`src/rtl/instr_fetch_buffer.sv`:
```
// Instruction fetch buffer: issues sequential fetch requests to instruction
// memory, queues the in-order responses with their PCs, and flushes and
// restarts on redirect. Responses to requests issued before a redirect are
// counted in a drop counter and discarded as they return.
// Optional build macro IFB_STATS_EN adds stat_fetched / stat_flushes counters.
module instr_fetch_buffer #(
    parameter int unsigned DEPTH    = 4,
    parameter logic [31:0] RESET_PC = 32'h0000_0000
) (
    input  logic                   clk,
    input  logic                   reset,
    output logic                   mem_req_valid,
    output logic [31:0]            mem_req_addr,
    input  logic                   mem_req_ready,
    input  logic                   mem_rsp_valid,
    input  logic [31:0]            mem_rsp_data,
    output logic                   out_valid,
    output logic [31:0]            out_instr,
    output logic [31:0]            out_pc,
    input  logic                   out_ready,
    input  logic                   redirect,
    input  logic [31:0]            redirect_pc,
    output logic [$clog2(DEPTH):0] count
`ifdef IFB_STATS_EN
    ,
    output logic [31:0]            stat_fetched,
    output logic [31:0]            stat_flushes
`endif
);

    localparam int unsigned AW = $clog2(DEPTH);
    localparam int unsigned CW = AW + 1;
    localparam logic [CW:0] DEPTH_W = (CW + 1)'(DEPTH);

    typedef enum logic [1:0] {
        IDLE,
        FETCH,
        DRAIN
    } state_t;

    state_t        state_q, state_d;
    logic [31:0]   fetch_pc_q, fetch_pc_d;
    logic [31:0]   rsp_pc_q, rsp_pc_d;      // PC of the next response that will be kept
    logic [CW-1:0] count_q, count_d;
    logic [CW-1:0] inflight_q, inflight_d;  // accepted requests not yet answered
    logic [CW-1:0] drop_q, drop_d;          // stale responses still to discard
    logic [AW-1:0] head_q, head_d;
    logic [AW-1:0] tail_q, tail_d;

    logic [31:0] instr_mem [DEPTH];
    logic [31:0] pc_mem    [DEPTH];

    logic        req_fire;
    logic        push;
    logic        pop;
    logic [CW:0] credit_used;
    logic [31:0] redirect_pc_aligned;

    // Request/credit handshake and head-of-queue outputs.
    always_comb begin
        credit_used         = {1'b0, count_q} + {1'b0, inflight_q};
        mem_req_valid       = (state_q != IDLE) && !redirect && (credit_used < DEPTH_W);
        mem_req_addr        = fetch_pc_q;
        req_fire            = mem_req_valid && mem_req_ready;
        out_valid           = (count_q != '0);
        // Storage is not reset, so gate the head to read zero while empty.
        out_instr           = out_valid ? instr_mem[head_q] : 32'h0;
        out_pc              = out_valid ? pc_mem[head_q]    : 32'h0;
        pop                 = out_valid && out_ready;
        push                = mem_rsp_valid && (drop_q == '0) && !redirect;
        redirect_pc_aligned = redirect_pc & 32'hFFFF_FFFC;
        count               = count_q;
    end

    // Next-state logic for the FSM, pointers, occupancy and drop counter.
    always_comb begin
        // NOTE: every target gets a default first so no path infers a latch.
        state_d    = state_q;
        fetch_pc_d = fetch_pc_q;
        rsp_pc_d   = rsp_pc_q;
        count_d    = count_q;
        drop_d     = drop_q;
        head_d     = head_q;
        tail_d     = tail_q;
        inflight_d = inflight_q + CW'(req_fire) - CW'(mem_rsp_valid);

        if (redirect) begin
            // Everything queued or still in flight belongs to the old path.
            count_d    = '0;
            head_d     = '0;
            tail_d     = '0;
            fetch_pc_d = redirect_pc_aligned;
            rsp_pc_d   = redirect_pc_aligned;
            drop_d     = inflight_q - CW'(mem_rsp_valid);
            state_d    = (drop_d != '0) ? DRAIN : FETCH;
        end else begin
            if (req_fire) begin
                fetch_pc_d = fetch_pc_q + 32'd4;
            end
            if (mem_rsp_valid && (drop_q != '0)) begin
                drop_d = drop_q - CW'(1);
            end
            if (push) begin
                tail_d   = tail_q + AW'(1);
                rsp_pc_d = rsp_pc_q + 32'd4;
            end
            if (pop) begin
                head_d = head_q + AW'(1);
            end
            count_d = count_q + CW'(push) - CW'(pop);

            case (state_q)
                IDLE:    state_d = FETCH;
                DRAIN:   state_d = (drop_d == '0) ? FETCH : DRAIN;
                default: state_d = FETCH;
            endcase
        end
    end

    // State registers with synchronous reset.
    always_ff @(posedge clk) begin
        // NOTE: sequential state uses non-blocking assignments only.
        if (reset) begin
            state_q    <= IDLE;
            fetch_pc_q <= RESET_PC;
            rsp_pc_q   <= RESET_PC;
            count_q    <= '0;
            inflight_q <= '0;
            drop_q     <= '0;
            head_q     <= '0;
            tail_q     <= '0;
        end else begin
            state_q    <= state_d;
            fetch_pc_q <= fetch_pc_d;
            rsp_pc_q   <= rsp_pc_d;
            count_q    <= count_d;
            inflight_q <= inflight_d;
            drop_q     <= drop_d;
            head_q     <= head_d;
            tail_q     <= tail_d;
        end
    end

    // Queue storage write port.
    always_ff @(posedge clk) begin
        // NOTE: storage is deliberately not reset; occupancy alone defines validity.
        if (push) begin
            instr_mem[tail_q] <= mem_rsp_data;
            pc_mem[tail_q]    <= rsp_pc_q;
        end
    end

`ifdef IFB_STATS_EN
    logic [31:0] stat_fetched_q, stat_fetched_d;
    logic [31:0] stat_flushes_q, stat_flushes_d;

    // Statistics counters: queued responses and redirects, wrapping at 2^32.
    always_comb begin
        stat_fetched_d = stat_fetched_q + 32'(push);
        stat_flushes_d = stat_flushes_q + 32'(redirect);
        stat_fetched   = stat_fetched_q;
        stat_flushes   = stat_flushes_q;
    end

    // Statistics registers with synchronous reset.
    always_ff @(posedge clk) begin
        if (reset) begin
            stat_fetched_q <= 32'h0;
            stat_flushes_q <= 32'h0;
        end else begin
            stat_fetched_q <= stat_fetched_d;
            stat_flushes_q <= stat_flushes_d;
        end
    end
`endif

endmodule

```
`config.mk`:
```
export PLATFORM = sky130hd
export DESIGN_NAME = instr_fetch_buffer
export DESIGN_NICKNAME = d
export VERILOG_FILES = /design/src/rtl/instr_fetch_buffer.sv
export SDC_FILE = /design/constraint.sdc
export NUM_CORES = 1
export LEC_CHECK = 0
export BUFFER_PORTS_ARGS = -buffer_cell sky130_fd_sc_hd__buf_2
export CAP_MARGIN = 20
export CELL_PAD_IN_SITES_DETAIL_PLACEMENT = 0
export CELL_PAD_IN_SITES_GLOBAL_PLACEMENT = 1
export CORE_ASPECT_RATIO = 0.8
export CORE_MARGIN = 3
export CORE_UTILIZATION = 48
export DETAILED_ROUTE_END_ITERATION = 8
export PLACE_DENSITY_LB_ADDON = 0.1
export REMOVE_ABC_BUFFERS = 1
export SYNTH_ARGS = -nofsm -noshare
export SYNTH_HDL_FRONTEND = slang
export SYNTH_SLANG_ARGS = --single-unit
```
`constraint.sdc`:
```
create_clock -name clk -period 3.7 [get_ports clk]
set_input_delay 0.74 -clock clk [delete_from_list [all_inputs] [get_ports clk]]
set_output_delay 0.74 -clock clk [all_outputs]
set_load 0.005 [all_outputs]
```
==> metrics.md <==
| Metric | Value |
|---|---|
| Reg2reg end | inflight_q[2]$_SDFF_PP0_ |
| Vias | 8118 |
| Post-synthesis sequential area ratio | 0.659 |
| Post CTS Setup Buffer Count | 0 |
| Layout cells sized above 1 | 0.289 |
| Top cells by area, synth | edfxtp_1 55%, dfxtp_1 11%, mux4_2 10%, and2_1 3.0%, xnor2_1 1.5% |
| Worst reg2reg path startpoint | count[2]$_SDFF_PP0_ |
| Mapped cell area | 13600 sq um |
| Die H | 157 um |
| Setup TNS | 0 ps |
| Hold Path End | instr_mem[3][12]$_DFFE_PP_ |
| Commonest cells after routing, fill and taps aside | 248 x edfxtp_1, 164 x buf_2, 75 x dfxtp_1 |
| Initial detailed-routing violation count | 601 |
| Multi-input logic area | 4310 sq um |
| Rows | 54 |
| Mux contribution to synthesized area | 0.106 |
| Post-detail-place hpwl | 18.9 mm |
| WHS Path Cells | 1 |
| CTS buffer count | 31 |
| Critical Path AT | 2390 ps |
| Leading cell type in the layout, fill and taps excluded | edfxtp_1 |
| Period minus WS final | 3130 ps |
| Power Dens Cells | 512 nW/um^2 |
| Drt drc | 0 |
| N_diodes | 0 |
| H-Tree Level Count | 1 |
| Worst Hold Class | in -> reg |
| Synth Area in Compound Gates | 0.0525 |
| Metal3 WL | 2.12 mm |
| Routed len/inst | 20.3 um |
| Final setup fails | 0 |
| Cts repair resizes | 0 |
| Number of global-route vias before repair | 8105 |
| Gpl congestion | 0.794 |
| First-pass iteration count of the detailed router | 5 |
| Tcrit/Tclk final | 0.846 |
| Final Power | 8.19 mW |
| Maximum number of pins on one net before global-route repair | 64 |
| Root Buffer | clkbuf_16 |
| Clk slew on worst S/H paths | 60 ps |
| Worst Skew | 12.3 ps |
| WL met2 | 12.8 mm |
| I/O Buffers | 164 |
| Worst R2R Path Depth | 11 |
| Max Fanout on Critical Path | 20 |
| Register-to-register setup slack | 920 ps |
| Register area | 8990 sq um |
| Global route overflow | 0 |
| CTS tree | built |
| Synth Flop Type | edfxtp_1 |
| Synthesis Warnings | 0 |
| Area share of fa/ha/maj cells after synthesis | 0.0176 |
| CTS Sinks | 325 |
| Final Hold Violating Endpoints | 0 |
| Hold Startpoint | mem_rsp_data[12] |
| Async set-reset flop share out of synthesis | 0 |
| Slew HR | 0.539 |
| Top-area cell type share of the netlist area | 0.546 |
| DP Area | 14900 sq um |
| Seq cells post-synth | 325 |
| Net count, final | 1171 |
| # IOs | 171 |
| WP data required | 2960 ps |
| Post-cts hold buffer count | 0 |
| DR top layer | met5 |
| Clock latency on the worst-skew pair | 570 ps |
| Final wirelength | 29.9 mm |
| Crit start category | register |
| Max Root-Sink Buffers | 3 |
| Leakage power | 5.72 nW |
| Die area | 30500 sq um |
| Endpoint type of the worst setup path | output pin |
| Main combinational cell family by area after synthesis | simple AND/OR/NAND/NOR gates |
| Die Width | 194 um |
| Post-Route M1 WL | 14.4 mm |
| Unrepaired setup endpoints after global routing | false |
| Status | complete, no violations |
| Vias per inst | 5.51 |
| Biggest area consumer among synthesized cells | edfxtp_1 |
| Critical path type | reg -> out |
| Global-route wire length before repair | 47.3 mm |
| # Max-Cap Violations | 0 |
| Final Util | 0.579 |
| Xor/xnor share of the synthesized area | 0.0276 |
| Antenna violations before repair | 1 |
| Design Area, Final | 16000 sq um |
| Fin. max-slew vios | 0 |
| Post-synthesis simple-gate area fraction | 0.111 |
| Antenna Nets Post-Route | 0 |
| VDD IR max | 306 uV |
| Core ar. | 27600 sq um |
| Worst-margin pin slew | 685 ps |
| Gr usage total | 0.195 |
| Post-synth EDFFs | 248 |
| Cell variety after synth | 63 |
| Fill count | 2225 |
| Cell count after synthesis | 913 |
| Fmax | 0.319 GHz |
| Initial Utilization | 0.494 |
| Synth-to-layout area growth | 17.2% |
| Syn Area/Cell | 14.9 sq um |
==> through the flow <==
stage / hold slack, ps / setup slack, ps / cells
5_1_grt: 369 / 397 / 1472
3_3_place_gp: 489 / 750 / 1413
3_5_place_dp: 493 / 777 / 1413
6_report: 392 / 569 / 1472
4_1_cts: 371 / 494 / 1471
2_1_floorplan: 469 / -502 / 864
==> cells in the mapped netlist (3+ instances only) <==
library cell and number:
dfxtp_1 77, xnor2_1 23, clkbuf_1 30, buf_2 8, nor3_1 10, edfxtp_1 248, o211ai_1 4, buf_4 5
a21oi_1 27, and3_1 10, nand2_1 40, mux2_2 3, a211oi_1 21, ha_1 16, a21boi_0 12, a31oi_1 20
nor2_1 53, or3_1 3, nor4_1 12, xor2_1 20, nand4_1 24, and4_1 5, nand3_1 22, nand4b_1 3
mux4_2 62, buf_1 4, o21ai_0 16, and2_1 66, inv_1 25, or3_2 4
==> worst max path at each step <==
stage | startpoint | to | slack, ps | cells past startpoint
2_1_floorplan | register | out_instr[0] | -500 | 2
3_3_place_gp | redirect | inflight_q[2]$_SDFF_PP0_ | 750 | 11
3_5_place_dp | redirect | inflight_q[2]$_SDFF_PP0_ | 780 | 11
4_1_cts | register | out_instr[5] | 490 | 4
5_1_grt | register | out_instr[5] | 400 | 4
6_report | register | out_instr[5] | 570 | 4
==> state kept, by name, indices dropped and copies added, names as in the netlist, 3 cells and up, named ones only <==
register / count
count: 3
drop_q: 3
inflight_q: 3
instr_mem: 128
mem_req_addr: 30
pc_mem: 120
rsp_pc_q: 30
==> final cells by class <==
type | instances | area share
Clock buffer | 41 | 0.0515
Clock inverter | 17 | 0.0144
Inverter | 27 | 0.00634
Multi-Input combinational cell | 512 | 0.270
Sequential cell | 325 | 0.562
Tap cell | 364 | 0.0285
Timing Repair Buffer | 186 | 0.0671
==> cells by family after synthesis <==
family	count (synthesis)
flops	325
xor+xnor	43
other cells	1
simple gates	270
buf+inv	79
compound gates	111
mux	66
fa+ha+maj	18
==> worst max-delay path, cell delays in order (launching register included) <==
cell and delay (ps):
dfxtp_4 620, buf_4 350, mux4_2 520, and2_1 180, buf_2 130
==> where the power goes <==
group,internal (mW),switching [mW]
combinational,0.330,0.395
clock,1.92,1.34
sequential,4.07,0.128
total,6.32,1.86
==> layer usage <==
| layer | vias to the layer above | track usage |
|---|---|---|
| li1 | 3827 | - |
| met1 | 4006 | 0.303 |
| met2 | 245 | 0.288 |
| met3 | 38 | 0.0424 |
| met4 | 2 | 0.0366 |
| met5 | - | 0 |
(Power assumes the default switching activity.)
